$ cat src/rtl/distance_pair_scheduler.sv
`default_nettype none
// ============================================================================
// Module      : distance_pair_scheduler
// Description : Walks every index pair (i<j) of a loaded weight-index list
//               through an external combinational distance calculator and
//               streams valid (i, j, dr) results on a valid/ready interface.
//               Optional macro DIST_SCHED_STATS_EN adds emit/skip counters.
// Revision    : 1.0 - initial release
// ============================================================================
module distance_pair_scheduler #(
    parameter int WORD_WIDTH = 8,
    parameter int DIST_WIDTH = 7,
    parameter int IDX_DEPTH  = 16,
    parameter int CNT_WIDTH  = 4
) (
    input  logic                  clk,
    input  logic                  reset,
    input  logic [WORD_WIDTH-1:0] cfg_ow,
    input  logic [WORD_WIDTH-1:0] cfg_fw,
    input  logic [WORD_WIDTH-1:0] cfg_st,
    input  logic                  wr_en,
    input  logic [WORD_WIDTH-1:0] wr_data,
    output logic                  full,
    input  logic                  start,
    output logic                  busy,
    output logic                  done,
    output logic [WORD_WIDTH-1:0] calc_idx1,
    output logic [WORD_WIDTH-1:0] calc_idx2,
    output logic [WORD_WIDTH-1:0] calc_ow,
    output logic [WORD_WIDTH-1:0] calc_fw,
    output logic [WORD_WIDTH-1:0] calc_st,
    input  logic                  calc_valid,
    input  logic [DIST_WIDTH-1:0] calc_dr,
    output logic                  out_valid,
    input  logic                  out_ready,
    output logic [CNT_WIDTH-1:0]  out_i,
    output logic [CNT_WIDTH-1:0]  out_j,
    output logic [DIST_WIDTH-1:0] out_dr
`ifdef DIST_SCHED_STATS_EN
    ,
    output logic [2*CNT_WIDTH-1:0] stat_emit,
    output logic [2*CNT_WIDTH-1:0] stat_skip
`endif
);

    typedef enum logic [1:0] {
        ST_IDLE  = 2'd0,
        ST_RUN   = 2'd1,
        ST_DRAIN = 2'd2,
        ST_DONE  = 2'd3
    } state_t;

    localparam logic [CNT_WIDTH:0]   CNT_ONE  = (CNT_WIDTH+1)'(1);
    localparam logic [CNT_WIDTH:0]   CNT_TWO  = (CNT_WIDTH+1)'(2);
    localparam logic [CNT_WIDTH:0]   CNT_FULL = (CNT_WIDTH+1)'(IDX_DEPTH);
    localparam logic [CNT_WIDTH-1:0] PTR_ONE  = CNT_WIDTH'(1);
    localparam logic [CNT_WIDTH-1:0] PTR_TWO  = CNT_WIDTH'(2);

    state_t                state_q, state_d;
    logic [CNT_WIDTH:0]    count_q, count_d;
    logic [CNT_WIDTH-1:0]  i_q, i_d, j_q, j_d;
    logic [WORD_WIDTH-1:0] ow_q, ow_d, fw_q, fw_d, st_q, st_d;
    logic [WORD_WIDTH-1:0] list_q [IDX_DEPTH];
    logic                  ov_q, ov_d;
    logic [CNT_WIDTH-1:0]  oi_q, oi_d, oj_q, oj_d;
    logic [DIST_WIDTH-1:0] odr_q, odr_d;

    logic list_we;
    logic slot_free;
    logic load_beat;
    logic row_end;
    logic last_pair;

    assign full      = (count_q == CNT_FULL);
    assign list_we   = (state_q == ST_IDLE) && wr_en && !full;
    assign slot_free = !ov_q || out_ready;
    assign load_beat = (state_q == ST_RUN) && calc_valid && slot_free;
    assign row_end   = ({1'b0, j_q} == (count_q - CNT_ONE));
    assign last_pair = row_end && ({1'b0, i_q} == (count_q - CNT_TWO));

    always_comb begin
        state_d = state_q;
        count_d = count_q;
        i_d     = i_q;
        j_d     = j_q;
        ow_d    = ow_q;
        fw_d    = fw_q;
        st_d    = st_q;
        ov_d    = ov_q;
        oi_d    = oi_q;
        oj_d    = oj_q;
        odr_d   = odr_q;

        // The write lands before start looks at count, so start sees count+1.
        if (list_we) begin
            count_d = count_q + CNT_ONE;
        end

        case (state_q)
            ST_IDLE: begin
                if (start) begin
                    ow_d    = cfg_ow;
                    fw_d    = cfg_fw;
                    st_d    = cfg_st;
                    i_d     = '0;
                    j_d     = PTR_ONE;
                    state_d = (count_d >= CNT_TWO) ? ST_RUN : ST_DONE;
                end
            end
            ST_RUN: begin
                if (load_beat) begin
                    ov_d  = 1'b1;
                    oi_d  = i_q;
                    oj_d  = j_q;
                    odr_d = calc_dr;
                end else if (out_ready) begin
                    ov_d = 1'b0;
                end
                // Invalid pairs never need the output slot, so they advance even when stalled.
                if (!calc_valid || slot_free) begin
                    if (last_pair) begin
                        state_d = ST_DRAIN;
                    end else if (row_end) begin
                        i_d = i_q + PTR_ONE;
                        j_d = i_q + PTR_TWO;
                    end else begin
                        j_d = j_q + PTR_ONE;
                    end
                end
            end
            ST_DRAIN: begin
                if (out_ready) begin
                    ov_d = 1'b0;
                end
                if (slot_free) begin
                    state_d = ST_DONE;
                end
            end
            ST_DONE: begin
                count_d = '0;
                state_d = ST_IDLE;
            end
            default: begin
                state_d = ST_IDLE;
            end
        endcase
    end

    always_ff @(posedge clk or posedge reset) begin
        if (reset) begin
            state_q <= ST_IDLE;
            count_q <= '0;
            i_q     <= '0;
            j_q     <= '0;
            ow_q    <= '0;
            fw_q    <= '0;
            st_q    <= '0;
            ov_q    <= 1'b0;
            oi_q    <= '0;
            oj_q    <= '0;
            odr_q   <= '0;
            for (int k = 0; k < IDX_DEPTH; k++) begin
                list_q[k] <= '0;
            end
        end else begin
            state_q <= state_d;
            count_q <= count_d;
            i_q     <= i_d;
            j_q     <= j_d;
            ow_q    <= ow_d;
            fw_q    <= fw_d;
            st_q    <= st_d;
            ov_q    <= ov_d;
            oi_q    <= oi_d;
            oj_q    <= oj_d;
            odr_q   <= odr_d;
            if (list_we) begin
                list_q[count_q[CNT_WIDTH-1:0]] <= wr_data;
            end
        end
    end

`ifdef DIST_SCHED_STATS_EN
    logic [2*CNT_WIDTH-1:0] emit_q, skip_q;
    logic                   start_acc;
    logic                   skip_evt;

    assign start_acc = (state_q == ST_IDLE) && start;
    assign skip_evt  = (state_q == ST_RUN) && !calc_valid;

    always_ff @(posedge clk or posedge reset) begin
        if (reset) begin
            emit_q <= '0;
            skip_q <= '0;
        end else if (start_acc) begin
            emit_q <= '0;
            skip_q <= '0;
        end else begin
            if (load_beat) begin
                emit_q <= emit_q + (2*CNT_WIDTH)'(1);
            end
            if (skip_evt) begin
                skip_q <= skip_q + (2*CNT_WIDTH)'(1);
            end
        end
    end

    assign stat_emit = emit_q;
    assign stat_skip = skip_q;
`endif

    assign busy      = (state_q != ST_IDLE);
    assign done      = (state_q == ST_DONE);
    assign calc_idx1 = list_q[i_q];
    assign calc_idx2 = list_q[j_q];
    assign calc_ow   = ow_q;
    assign calc_fw   = fw_q;
    assign calc_st   = st_q;
    assign out_valid = ov_q;
    assign out_i     = oi_q;
    assign out_j     = oj_q;
    assign out_dr    = odr_q;

endmodule
`default_nettype wire
$ cat config.mk
export PLATFORM = sky130hd
export DESIGN_NAME = distance_pair_scheduler
export DESIGN_NICKNAME = d
export VERILOG_FILES = /design/src/rtl/distance_pair_scheduler.sv
export SDC_FILE = /design/constraint.sdc
export NUM_CORES = 1
export LEC_CHECK = 0
export ABC_AREA = 0
export BUFFER_PORTS_ARGS = -buffer_cell sky130_fd_sc_hd__buf_2
export CAP_MARGIN = 30
export CELL_PAD_IN_SITES_DETAIL_PLACEMENT = 0
export CELL_PAD_IN_SITES_GLOBAL_PLACEMENT = 1
export CORE_ASPECT_RATIO = 1.4
export CORE_MARGIN = 2
export CORE_UTILIZATION = 50
export CTS_CLUSTER_DIAMETER = 150
export CTS_CLUSTER_SIZE = 30
export DETAILED_ROUTE_END_ITERATION = 7
export PLACE_DENSITY = 0.89
export RECOVER_POWER = 50
export SLEW_MARGIN = 20
export SYNTH_ARGS = -nofsm -noshare
export SYNTH_HDL_FRONTEND = slang
export SYNTH_SLANG_ARGS = --single-unit
$ cat constraint.sdc
create_clock -name clk -period 5.7 [get_ports clk]
set_input_delay 0.285 -clock clk [delete_from_list [all_inputs] [get_ports clk]]
set_output_delay 0.285 -clock clk [all_outputs]
set_load 0.1 [all_outputs]
Word level (Yosys, flattened, before mapping)
Cells that the tools add are included.
- reductions and logical operators: 20
- equality and inequality tests: 12
- bitwise operators: 3
- $add $sub $neg: 6
- mux-type cells: 30
- $lt $le $gt $ge: 5
- operators with widths (kind ; count):
    128-bit bitwise mux ; 1
    8-bit binary-select mux with 4-bit select ; 2
    8-bit 2-to-1 mux ; 5
    8-bit demux with 4-bit select ; 1
    4-bit 2-to-1 mux ; 8
    4-bit one-hot mux with 2 select lines ; 2
    5-bit greater-or-equal comparator (second input constant) ; 3
    4-bit inverter with 5-bit output ; 3
    4-bit by 5-bit == test with 1-bit output ; 2
    2-bit 2-to-1 mux ; 5
    5-bit 2-to-1 mux ; 2
    2-bit inequality test (second input constant) ; 5
    4-bit by 1-bit adder with 4-bit output (second input constant) ; 2
    2-bit one-hot mux with 4 select lines ; 1
    4-bit AND reduction ; 2
    1-bit logical AND ; 6
    2-bit nonzero test ; 3
    5-bit by 1-bit adder with 5-bit output (second input constant) ; 1
    5-bit == test (second input constant) ; 1
    5-bit by 2-bit greater-or-equal comparator with 1-bit output (second input constant) ; 1
    5-bit by 1-bit less-than comparator with 1-bit output (second input constant) ; 1
    5-bit AND reduction ; 1
    5-bit by 1-bit subtractor with 5-bit output (second input constant) ; 1
    5-bit by 2-bit subtractor with 5-bit output (second input constant) ; 1
    10 further kinds ; 16
- bits in registers: 183
- logic and storage cells: 103

Logic depth before layout (Yosys ltp)
Gate-level depths: netlist of run 1.
- depth after elaboration: 8
- gate-level depth with buffers: 10

Worst setup path before layout of run 1
No wires, ideal clock.
- kind: register to output
- from: register i_q[0]
- to: output calc_idx1[4]
- path buffers: 2
- path slack: 3144 ps
- cell stages (with the launch flop): 5
- data required time: 5415 ps
- arrival time: 2271 ps
- cell sequence: dfrtp_1 -> buf_2 -> clkbuf_1 -> mux4_2 -> mux4_2
- longest elaborated chain between the ends: 4
- RTL lines (item ; line ; RTL):
    start: declaration ; 61 ; logic [CNT_WIDTH-1:0] i_q, i_d, j_q, j_d;
    start signal: assignment ; 168 ; i_q <= i_d;
    4-bit inverter with 5-bit output (implied by the code) ; 214 ; assign calc_idx1 = list_q[i_q];
    8-bit binary-select mux with 4-bit select ; 214 ;
    8-bit 2-to-1 mux (implied by the code) (2 in series) ; 214 ;
    end: declaration ; 27 ; output logic [WORD_WIDTH-1:0] calc_idx1,
Every way passes these cells. The select of a mux whose other input is x is not followed.

==> reports/results.ini, run 1 <==
[cts]
cts.sinks=183
clk_latency_ps=430
cts.path.max_buffers=2
clk_pin_slew_ps=70
cts_tree=yes
ctsHoldBuffers=0
cts_root_buf=clkbuf_16
cts_resized=0
h-tree-depth=4
cts_buffers=17
post_cts.repair.setup_buffers=0

[critical_path]
r2r_start=count_q[0]$_DFF_PP0_
crit_fanout=79
end_kind=async pin
worst_setup_path_start_kind=primary input
timing.rr.end=list_q[52]$_DFFE_PP0P_
crit_required_ps=5920
r2r_setup_slack_ps=2810
crit_type=in2async
cp.arrival_ps=3640
rr_worst_depth=6

[min_path]
min-delay-start=calc_dr[2]
min_to=out_dr[2]$_DFFE_PP0P_
hold_depth=2
min_path_type=in2reg

[sta]
fin_crit_ps=3423
tns_ps=0
finalSetupViolations=0
drv_slew=80
skew_ps=10.08
period_share=0.6006
max_slew_margin=-1.314
fin_ws_ps=2277
fmax_ghz=0.2921
rsz0062_at_grt=false
tightest_slew_ps=3452
hold_violations=0

[routing]
drc_errors=0
dr.first_iter.drc_count=376
drt-total-wl_mm=23.00
routedWlPerCell_um=23.79
drtPass1Iterations=5
ant_nets=0
via_count=5974
viasPerCell=6.178

[global_routing]
antenna_found_initial=1
grtUsageTotal=0.2456
grt_pass1_wl_mm=37.13
grt-ovfl-total=0
grt_pass1_vias=6622
grt_max_degree=80

[run_status]
outcome=finished, violations left
violations=max-capacitance violations, max-slew violations

[place]
post-place-ws_ps=2797
place.gp.congestion=0.8782
io_buffers=103
hpwl_mm=15.24

[floorplan]
ios=104
die_area_um2=20050
start_util=0.5085
rows=59
core_area_um2=18600
fp.dieH_um=166.7
die_x_um=120.2

[cells_and_area]
drive_gt1_frac=0.5139
fin_nets=770
areaGrowthSynthToFinish_pct=13.85

[synth]
synth_cell_types=45
synth.avg_cell_area_um2=15.31
synth_fp_nets=679
synth-main-ff-cell=dfrtp_1
async_flop_share=1.000
synth_top_area_cell=dfrtp_1
yosysWarnings=0
netlist_instances=618
synth_area_um2=9459
ys_seq_area_frac=0.4841
synth_area_leaders=dfrtp_1 (48%), mux2_2 (20%), mux4_2 (19%)
yosysMostFrequentCell=dfrtp_1
yosys_register_bits=183
synth_common_cells=dfrtp_1 (183), mux2_2 (167), mux4_2 (80)
synth-edff-count=0
synth_top_area_share=0.4841

[power_and_ir_drop]
p_leak_nw=4.934
power_mw=5.945
power_density_nw_per_um2=552.0
vdd_drop_max_uv=762.6

[run]
maxCapViolCount=1

final cells by class:
cell class / count / area (µm²)
antenna: 1 / 2.502
clock buffer: 21 / 450.4
clock inverter: 11 / 136.4
fill: 1461 / 7834
inverter: 12 / 46.29
multi-input combinational: 381 / 4662
sequential: 183 / 4582
tap: 244 / 305.3
timing repair buffer: 114 / 584.3
sequential cells by signal (all words and copies together), names as in the netlist, 4 cells and up:
signal / count
out_j: 4
out_dr: 7
calc_st: 8
count_q: 5
calc_ow: 8
calc_fw: 8
out_i: 4
i_q: 4
j_q: 4
list_q: 128
power by group:
part / internal, mW / total (mW) / leakage, nW / switching, mW
Clock: 0.667 / 1.19 / 0.285 / 0.521
Combinational: 0.805 / 3.00 / 2.22 / 2.20
Sequential: 1.56 / 1.75 / 2.43 / 0.196
how the worst max path moves through the flow:
| stage | start | end | slack [ps] | depth (start not counted) |
|---|---|---|---|---|
| 6_report | reset | i_q[0]$_DFFE_PP0P_ | 2280 | 3 |
| 5_1_grt | reset | i_q[0]$_DFFE_PP0P_ | 1420 | 3 |
| 4_1_cts | i_q[1]$_DFFE_PP0P_ | calc_idx1[0] | 2320 | 4 |
| 3_5_place_dp | i_q[1]$_DFFE_PP0P_ | calc_idx1[0] | 2800 | 4 |
| 3_3_place_gp | i_q[1]$_DFFE_PP0P_ | calc_idx1[0] | 2820 | 4 |
| 2_1_floorplan | reset | calc_fw[0]$_DFFE_PP0P_ | 440 | 1 |
cell families after synthesis:
| kind of cell | count (synthesis) | synth area share |
|---|---|---|
| compound gates | 33 | 0.02910 |
| xor+xnor | 14 | 0.01296 |
| fa+ha+maj | 16 | 0.02116 |
| buf+inv | 54 | 0.02301 |
| flops | 183 | 0.4841 |
| mux | 250 | 0.3925 |
| simple gates | 68 | 0.03717 |
per-stage QoR:
step / hold WS, ps / instance area [µm²] / std cells / utilization
final: 78.69 / 10770 / 967 / 0.5789
after global routing: 70.59 / 10770 / 967 / 0.5789
after CTS: 4.953 / 10800 / 965 / 0.5804
after detailed placement: 463.1 / 10210 / 933 / 0.5488
after global placement: 449.5 / 10170 / 931 / 0.5469
after floorplan: 435.6 / 9459 / 618 / -
critical path, stage by stage:
cell and delay, ps:
buf_2 100, clkinvlp_2 1940, clkbuf_2 1280
routing by layer:
layer  vias to the layer above  share of wire  GRT usage
met5                         -              0          0
met4                         0          0.044     0.1132
met3                        67          0.051    0.05616
met2                       180           0.54     0.4289
met1                      3183           0.37     0.2860
li1                       2544              -          -
cell usage in the layout (no fill, tap or decap), types with 6 or more instances in the layout:
cell type / n
buf_2: 74
inv_1: 11
mux4_2: 80
xor2_1: 10
ha_1: 16
nor2_1: 13
mux2_2: 167
nand2_1: 15
dfrtp_1: 181
buf_4: 7
nand3_1: 17
o21ai_0: 6
clkbuf_1: 32
clkbuf_16: 17
Note: power is estimated with default switching activity, not from simulation.
==> run 2: changes to the inputs <==
--- a/config.mk
+++ b/config.mk
@@ -5,18 +5,18 @@
 export SDC_FILE = /design/constraint.sdc
 export NUM_CORES = 1
 export LEC_CHECK = 0
-export ABC_AREA = 0
+export ABC_AREA = 1
 export BUFFER_PORTS_ARGS = -buffer_cell sky130_fd_sc_hd__buf_2
 export CAP_MARGIN = 30
 export CELL_PAD_IN_SITES_DETAIL_PLACEMENT = 0
 export CELL_PAD_IN_SITES_GLOBAL_PLACEMENT = 1
 export CORE_ASPECT_RATIO = 1.4
 export CORE_MARGIN = 2
-export CORE_UTILIZATION = 50
+export CORE_UTILIZATION = 40
 export CTS_CLUSTER_DIAMETER = 150
 export CTS_CLUSTER_SIZE = 30
 export DETAILED_ROUTE_END_ITERATION = 7
-export PLACE_DENSITY = 0.89
+export PLACE_DENSITY = 0.85
 export RECOVER_POWER = 50
 export SLEW_MARGIN = 20
 export SYNTH_ARGS = -nofsm -noshare
==> constraint.sdc (replaced) <==
create_clock -name clk -period 2.9 [get_ports clk]
set_input_delay 0.145 -clock clk [delete_from_list [all_inputs] [get_ports clk]]
set_output_delay 0.145 -clock clk [all_outputs]
set_load 0.1 [all_outputs]
==> run 2 against run 1 <==
  * The flow now finishes without violations
  * Synthesized cell count rose by 93%
  * Sequential cell count did not move
  * Core utilization down 9.9 points
  * Clock-buffer cell count decreased by 1
  * Largest cell class is now sequential cells
==> reports/results.ini, run 2 <==
[synth]
synth-main-ff-cell=dfrtp_1
ys_seq_area_frac=0.4758  ; -0.008370
synth.avg_cell_area_um2=8.055  ; -47%
synth_cell_types=32  ; -29%
synth_common_cells=o21ai_0 (329), nand2_1 (233), dfrtp_1 (183)
async_flop_share=1.000  ; unchanged
yosysWarnings=0  ; unchanged
synth_area_leaders=dfrtp_1 (48%), o21ai_0 (17%), nand2_1 (9.1%)
synth_top_area_cell=dfrtp_1
synth_fp_nets=1256  ; +85%
yosys_register_bits=183  ; unchanged
synth-edff-count=0  ; unchanged
synth_area_um2=9625  ; +1.8%
yosysMostFrequentCell=o21ai_0
netlist_instances=1195  ; +93%
synth_top_area_share=0.4758  ; -0.008370

[cells_and_area]
largest_reg_flops=128  ; unchanged
n_antenna_cell=0  ; -1
layout.cells.most_common_list=o21ai_0 (325), nand2_1 (233), dfrtp_1 (181)
areaGrowthSynthToFinish_pct=18.76
layoutNonFillerInstCount=1631  ; +69%
layout_commonest_cell=o21ai_0
largest-register=list_q
drive_gt1_frac=0.1484  ; -0.3655
fin_nets=1369  ; +78%

[critical_path]
crit_fanout=15  ; -81%
critPathTopFamily=buffers and inverters
crit_path_top_delay_cell=dfrtp_1
cpPeakStageDelay_ps=720  ; -1220 ps
worst_setup_path_start_kind=register
crit_chain=buf_4 -> buf_4 -> o21ai_0 -> o21ai_0 -> o221ai_1 -> nand2_1 -> buf_2
crit_type=reg2out
crit_required_ps=2760  ; -3160 ps
path_buf_inv=3  ; unchanged
cp.arrival_ps=2660  ; -980 ps
end_kind=output pin

[global_routing]
antenna_found_initial=0  ; -1
grt_pass1_vias=8980  ; +36%
grt_max_degree=103  ; +29%
grt-ovfl-total=0  ; unchanged
grt_pass1_wl_mm=48.68  ; +31%
grtUsageTotal=0.2487  ; +0.003140

[routing]
via_count=9025  ; +51%
ant_nets=0  ; unchanged
drtPass1Iterations=7  ; +2
dr.first_iter.drc_count=728  ; +94%
drc_errors=0  ; unchanged
routedWlPerCell_um=18.79  ; -21%
viasPerCell=5.533  ; -10%
drt-total-wl_mm=30.65  ; +33%

[cts]
post_cts.repair.setup_buffers=0  ; unchanged
clk_latency_ps=450  ; +20 ps
cts_resized=0  ; unchanged
cts.path.max_buffers=2  ; unchanged
cts_tree=yes
h-tree-depth=4  ; unchanged
cts.sinks=183  ; unchanged
cts_buffers=17  ; unchanged
clk_pin_slew_ps=70  ; about the same
cts_root_buf=clkbuf_16
ctsHoldBuffers=32  ; +32

[sta]
skew_ps=9.071  ; -1.005 ps
finalSetupViolations=0  ; unchanged
period_share=0.9666
drv_slew=0  ; -100%
fmax_ghz=0.3567
rsz0062_at_grt=false
max_slew_margin=0.05194  ; +1.366
tightest_slew_ps=1422  ; -2030 ps
tns_ps=0  ; unchanged
hold_violations=0  ; unchanged
fin_crit_ps=2803

[floorplan]
ios=104  ; unchanged
die_area_um2=25340  ; +26%
start_util=0.4043  ; -0.1042
core_area_um2=23810  ; +28%
die_x_um=135.1  ; +12%
fp.dieH_um=187.5  ; +12%
rows=67  ; +14%

[min_path]
min_path_type=in2reg

[place]
io_buffers=103  ; unchanged
hpwl_mm=19.95  ; +31%
dp.cells=1567  ; +68%
place.gp.congestion=0.8888  ; +1.2%

[run_status]
outcome=completed

[run]
maxCapViolCount=0  ; -1

run 2: cell count changes after synthesis, moves of 10 or more:
cell / delta
o22ai_1: +10
nand2_1: +218
o221ai_1: +28
a21oi_1: +58
nand4_1: +10
mux4_2: -80
o21ai_0: +323
inv_1: +54
clkbuf_1: +43
nor2_1: +76
mux2_2: -136
run 2: final timing paths:
| kind | slack (ps) | depth (start not counted) | startpoint | endpoint |
|---|---|---|---|---|
| worst max-delay path | 100 | 7 | j_q[1]$_DFFE_PP0P_ | calc_idx2[4] |
| worst min-delay path | 110 | 4 | calc_valid | out_valid$_DFFE_PP0P_ |
| worst max register to register | 290 | 10 | count_q[0]$_DFF_PP0_ | list_q[113]$_DFFE_PP0P_ |
| worst min register to register | 490 | 2 | list_q[32]$_DFFE_PP0P_ | list_q[32]$_DFFE_PP0P_ |
| max in group asynchronous | 1150 | 4 | reset | list_q[40]$_DFFE_PP0P_ |
| min in group asynchronous | 390 | 4 | reset | list_q[89]$_DFFE_PP0P_ |
run 2: worst reg2reg max path: cells and delay by family (launching register included):
family | cells | cell delay [ps]
AO/OA/AOI/OAI | 1 | 90
buffers and inverters | 3 | 610
AND/OR/NAND/NOR | 5 | 940
flip-flops | 1 | 530
adder cells (fa/ha/maj) | 1 | 290
run 2: final cells by class:
class                           count  area [µm²]
Tap cell                          310       387.9
Multi-Input combinational cell    859        4451
Sequential cell                   183        4582
Clock buffer                       20       456.7
Timing Repair Buffer              176        1145
Clock inverter                     12       141.4
Inverter                           71       267.8
Fill cell                        2404       12380
run 2: kinds of logic after synthesis:
| logic type | share of synthesized area |
|---|---|
| and+or+nand+nor | 0.1592 |
| adders and majority gates | 0.02080 |
| AOI/OAI and AO/OA | 0.2388 |
| muxes | 0.03627 |
| buffers and inverters | 0.06188 |
| DFF | 0.4758 |
| xor gates and xnor gates | 0.007280 |
run 2: stage by stage:
step                      setup slack (ps)    util  area [µm²]  hold WS (ps)
after global routing                 33.32  0.4801       11430         137.8
final                                96.79  0.4801       11430         112.8
after detailed placement             375.6  0.4437       10560         351.3
after CTS                            100.1  0.4823       11480         103.9
after global placement               374.1  0.4437       10560         346.2
after floorplan                      65.42       -        9629         295.5
run 2: metal layers:
| metal | share of wire | global-route usage |
|---|---|---|
| met5 | 0 | 0 |
| met4 | 0.040 | 0.1194 |
| met3 | 0.054 | 0.04001 |
| met1 | 0.41 | 0.3043 |
| met2 | 0.50 | 0.4248 |
Power of run 2 is left out: the tool's default activity adds up to more than one toggle a clock period on the data nets, which glitch-free logic cannot reach.
==> run 3: changes to the inputs <==
--- a/config.mk
+++ b/config.mk
@@ -8,17 +8,15 @@
 export ABC_AREA = 1
 export BUFFER_PORTS_ARGS = -buffer_cell sky130_fd_sc_hd__buf_2
 export CAP_MARGIN = 30
-export CELL_PAD_IN_SITES_DETAIL_PLACEMENT = 0
-export CELL_PAD_IN_SITES_GLOBAL_PLACEMENT = 1
 export CORE_ASPECT_RATIO = 1.4
 export CORE_MARGIN = 2
-export CORE_UTILIZATION = 40
+export CORE_UTILIZATION = 54
 export CTS_CLUSTER_DIAMETER = 150
 export CTS_CLUSTER_SIZE = 30
 export DETAILED_ROUTE_END_ITERATION = 7
 export PLACE_DENSITY = 0.85
 export RECOVER_POWER = 50
-export SLEW_MARGIN = 20
+export SLEW_MARGIN = 5
 export SYNTH_ARGS = -nofsm -noshare
 export SYNTH_HDL_FRONTEND = slang
 export SYNTH_SLANG_ARGS = --single-unit
==> run 3 against run 2 <==
  * The run now ends with negative setup slack left
  * Non-clock buffer count did not move
  * Setup slack got worse by 160 ps
  * Global-route usage rose by 7.5 points
  * Cell count fell by 4.5%
  * Critical path depth did not move
  * Final area fell by 0.26%
  * Largest cell class unchanged
  * Highest routed layer unchanged
==> reports/results.ini, run 3 (synthesis gave the netlist of run 2 again) <==
[cells_and_area]
finish.utilization=0.6552  ; +0.1750
areaGrowthSynthToFinish_pct=18.44
largest-register=list_q
layoutNonFillerInstCount=1557  ; -4.5%
largest_reg_flops=128  ; unchanged
layout.cells.most_common_list=o21ai_0 (325), nand2_1 (233), dfrtp_1 (181)
layout_commonest_cell=o21ai_0
fin_nets=1369  ; unchanged
drive_gt1_frac=0.1484  ; unchanged
n_antenna_cell=0  ; unchanged

[place]
dp.cells=1493  ; -4.7%
hpwl_mm=18.86  ; -5.5%
place.gp.congestion=0.9347  ; +5.2%
io_buffers=103  ; unchanged

[critical_path]
cpPeakStageDelay_ps=450  ; -270 ps
worst_setup_path_start_kind=register
crit_chain=inv_1 -> buf_4 -> o21ai_0 -> o21ai_0 -> o221ai_1 -> nand2_1 -> buf_2
r2r_start=count_q[0]$_DFF_PP0_
crit_path_top_delay_cell=buf_2
critPathTopFamily=buffers and inverters
cp.arrival_ps=2820  ; +160 ps
path_buf_inv=3  ; unchanged
crit_required_ps=2760  ; about the same
r2r_setup_slack_ps=460  ; +170 ps
timing.rr.end=list_q[99]$_DFFE_PP0P_
end_kind=output pin
path_common_cell=o21ai_0
crit_fanout=21  ; +6
rr_worst_depth=10  ; unchanged
crit_type=reg2out

[min_path]
hold_depth=4  ; unchanged
min_path_type=in2reg
min-delay-start=calc_valid
min_to=out_valid$_DFFE_PP0P_

[cts]
cts.path.max_buffers=2  ; unchanged
cts_root_buf=clkbuf_16
clk_latency_ps=440  ; about the same
cts_tree=yes
cts_buffers=17  ; unchanged
cts.sinks=183  ; unchanged
cts_resized=0  ; unchanged
clk_pin_slew_ps=70  ; about the same
h-tree-depth=4  ; unchanged

[sta]
hold_violations=0  ; unchanged
fin_ws_ps=-61.27  ; -158.1 ps
tightest_slew_ps=1259  ; -162.9 ps
fin_crit_ps=2961  ; +158.1 ps
max_slew_margin=0.1559  ; +0.1040
drv_slew=0  ; unchanged
period_share=1.021  ; +0.05450
skew_ps=8.320  ; -0.7518 ps
finalSetupViolations=1  ; +1
fmax_ghz=0.3377  ; -5.3%
rsz0062_at_grt=false

[global_routing]
grt_pass1_vias=9168  ; +2.1%
grt_max_degree=78  ; -24%
grt_pass1_wl_mm=46.95  ; -3.5%
grtUsageTotal=0.3233  ; +0.07455
antenna_found_initial=0  ; unchanged
grt-ovfl-total=0  ; unchanged

[routing]
dr.first_iter.drc_count=1107  ; +52%
drc_errors=0  ; unchanged
drt-total-wl_mm=29.51  ; -3.7%
via_count=9491  ; +5.2%
routedWlPerCell_um=18.95  ; +0.84%
drtPass1Iterations=6  ; -1
viasPerCell=6.096  ; +10%
ant_nets=0  ; unchanged

[run]
maxCapViolCount=0  ; unchanged

[floorplan]
core_area_um2=17400  ; -27%
fp.dieH_um=162.0  ; -14%
ios=104  ; unchanged
start_util=0.5531  ; +0.1488
rows=57  ; -15%
die_x_um=116.8  ; -14%
die_area_um2=18920  ; -25%

[run_status]
outcome=finished, violations left
violations=negative setup slack

-- run 3: cell count changes in the layout (fill, tap and decap cells not counted) --
cell / previous run / this run
inv_6: 3 / 4
buf_2: 74 / 69
inv_8: 0 / 6
bufinv_16: 2 / 0
clkinv_4: 4 / 1
buf_4: 37 / 34
clkbuf_4: 1 / 2
clkinvlp_4: 2 / 1
buf_12: 3 / 9
-- run 3: what timing repair did --
action	4_1_cts	5_1_grt
hold buffers	32	0
hold endpoints to repair	57	0
buffers inserted	0	0
-- run 3: area by class of cell --
class	count	area, µm²
Timing Repair Buffer	176	1229
Clock buffer	19	452.9
Sequential cell	183	4582
Fill cell	1468	6001
Multi-Input combinational cell	859	4451
Tap cell	236	295.3
Clock inverter	13	123.9
Inverter	71	267.8
-- run 3: worst reg2reg max path, stage by stage (launching register included) --
cell	delay (ps)
dfrtp_1	480
inv_1	160
ha_1	280
inv_1	90
nor3_2	50
nand2_1	150
nand2_2	110
inv_2	310
nand3_2	360
nand2_1	200
o21ai_0	120
-- run 3: worst max-delay path by stage --
stage | start | to | depth (start not counted)
finish | i_q[0]$_DFFE_PP0P_ | calc_idx1[6] | 7
global route | i_q[0]$_DFFE_PP0P_ | calc_idx1[6] | 7
CTS | i_q[0]$_DFFE_PP0P_ | calc_idx1[6] | 7
detailed placement | count_q[0]$_DFF_PP0_ | state_q[1]$_DFFE_PP0P_ | 14
global placement | count_q[0]$_DFF_PP0_ | state_q[1]$_DFFE_PP0P_ | 14
floorplan | j_q[0]$_DFFE_PP0P_ | calc_idx2[6] | 8
-- run 3: through the flow --
step                      setup slack, ps  TNS [ps]  hold slack [ps]  area, µm²
after floorplan                     65.42         0            295.5       9629
after global placement              579.2         0            273.1      10570
after detailed placement            526.3         0            283.3      10570
after CTS                           125.5         0            89.61      11470
after global routing                13.72         0            111.5      11400
final                              -61.27    -61.27            92.90      11400
-- run 3: layer usage --
layer  GRT usage  vias up  part of all wire
met1      0.4027     4404              0.36
met5           0        -                 0
met3     0.06567      165             0.094
met2      0.5123      625              0.47
li1            -     4297                 -
met4      0.1989        0             0.069
Power of run 3 is left out for the same reason.
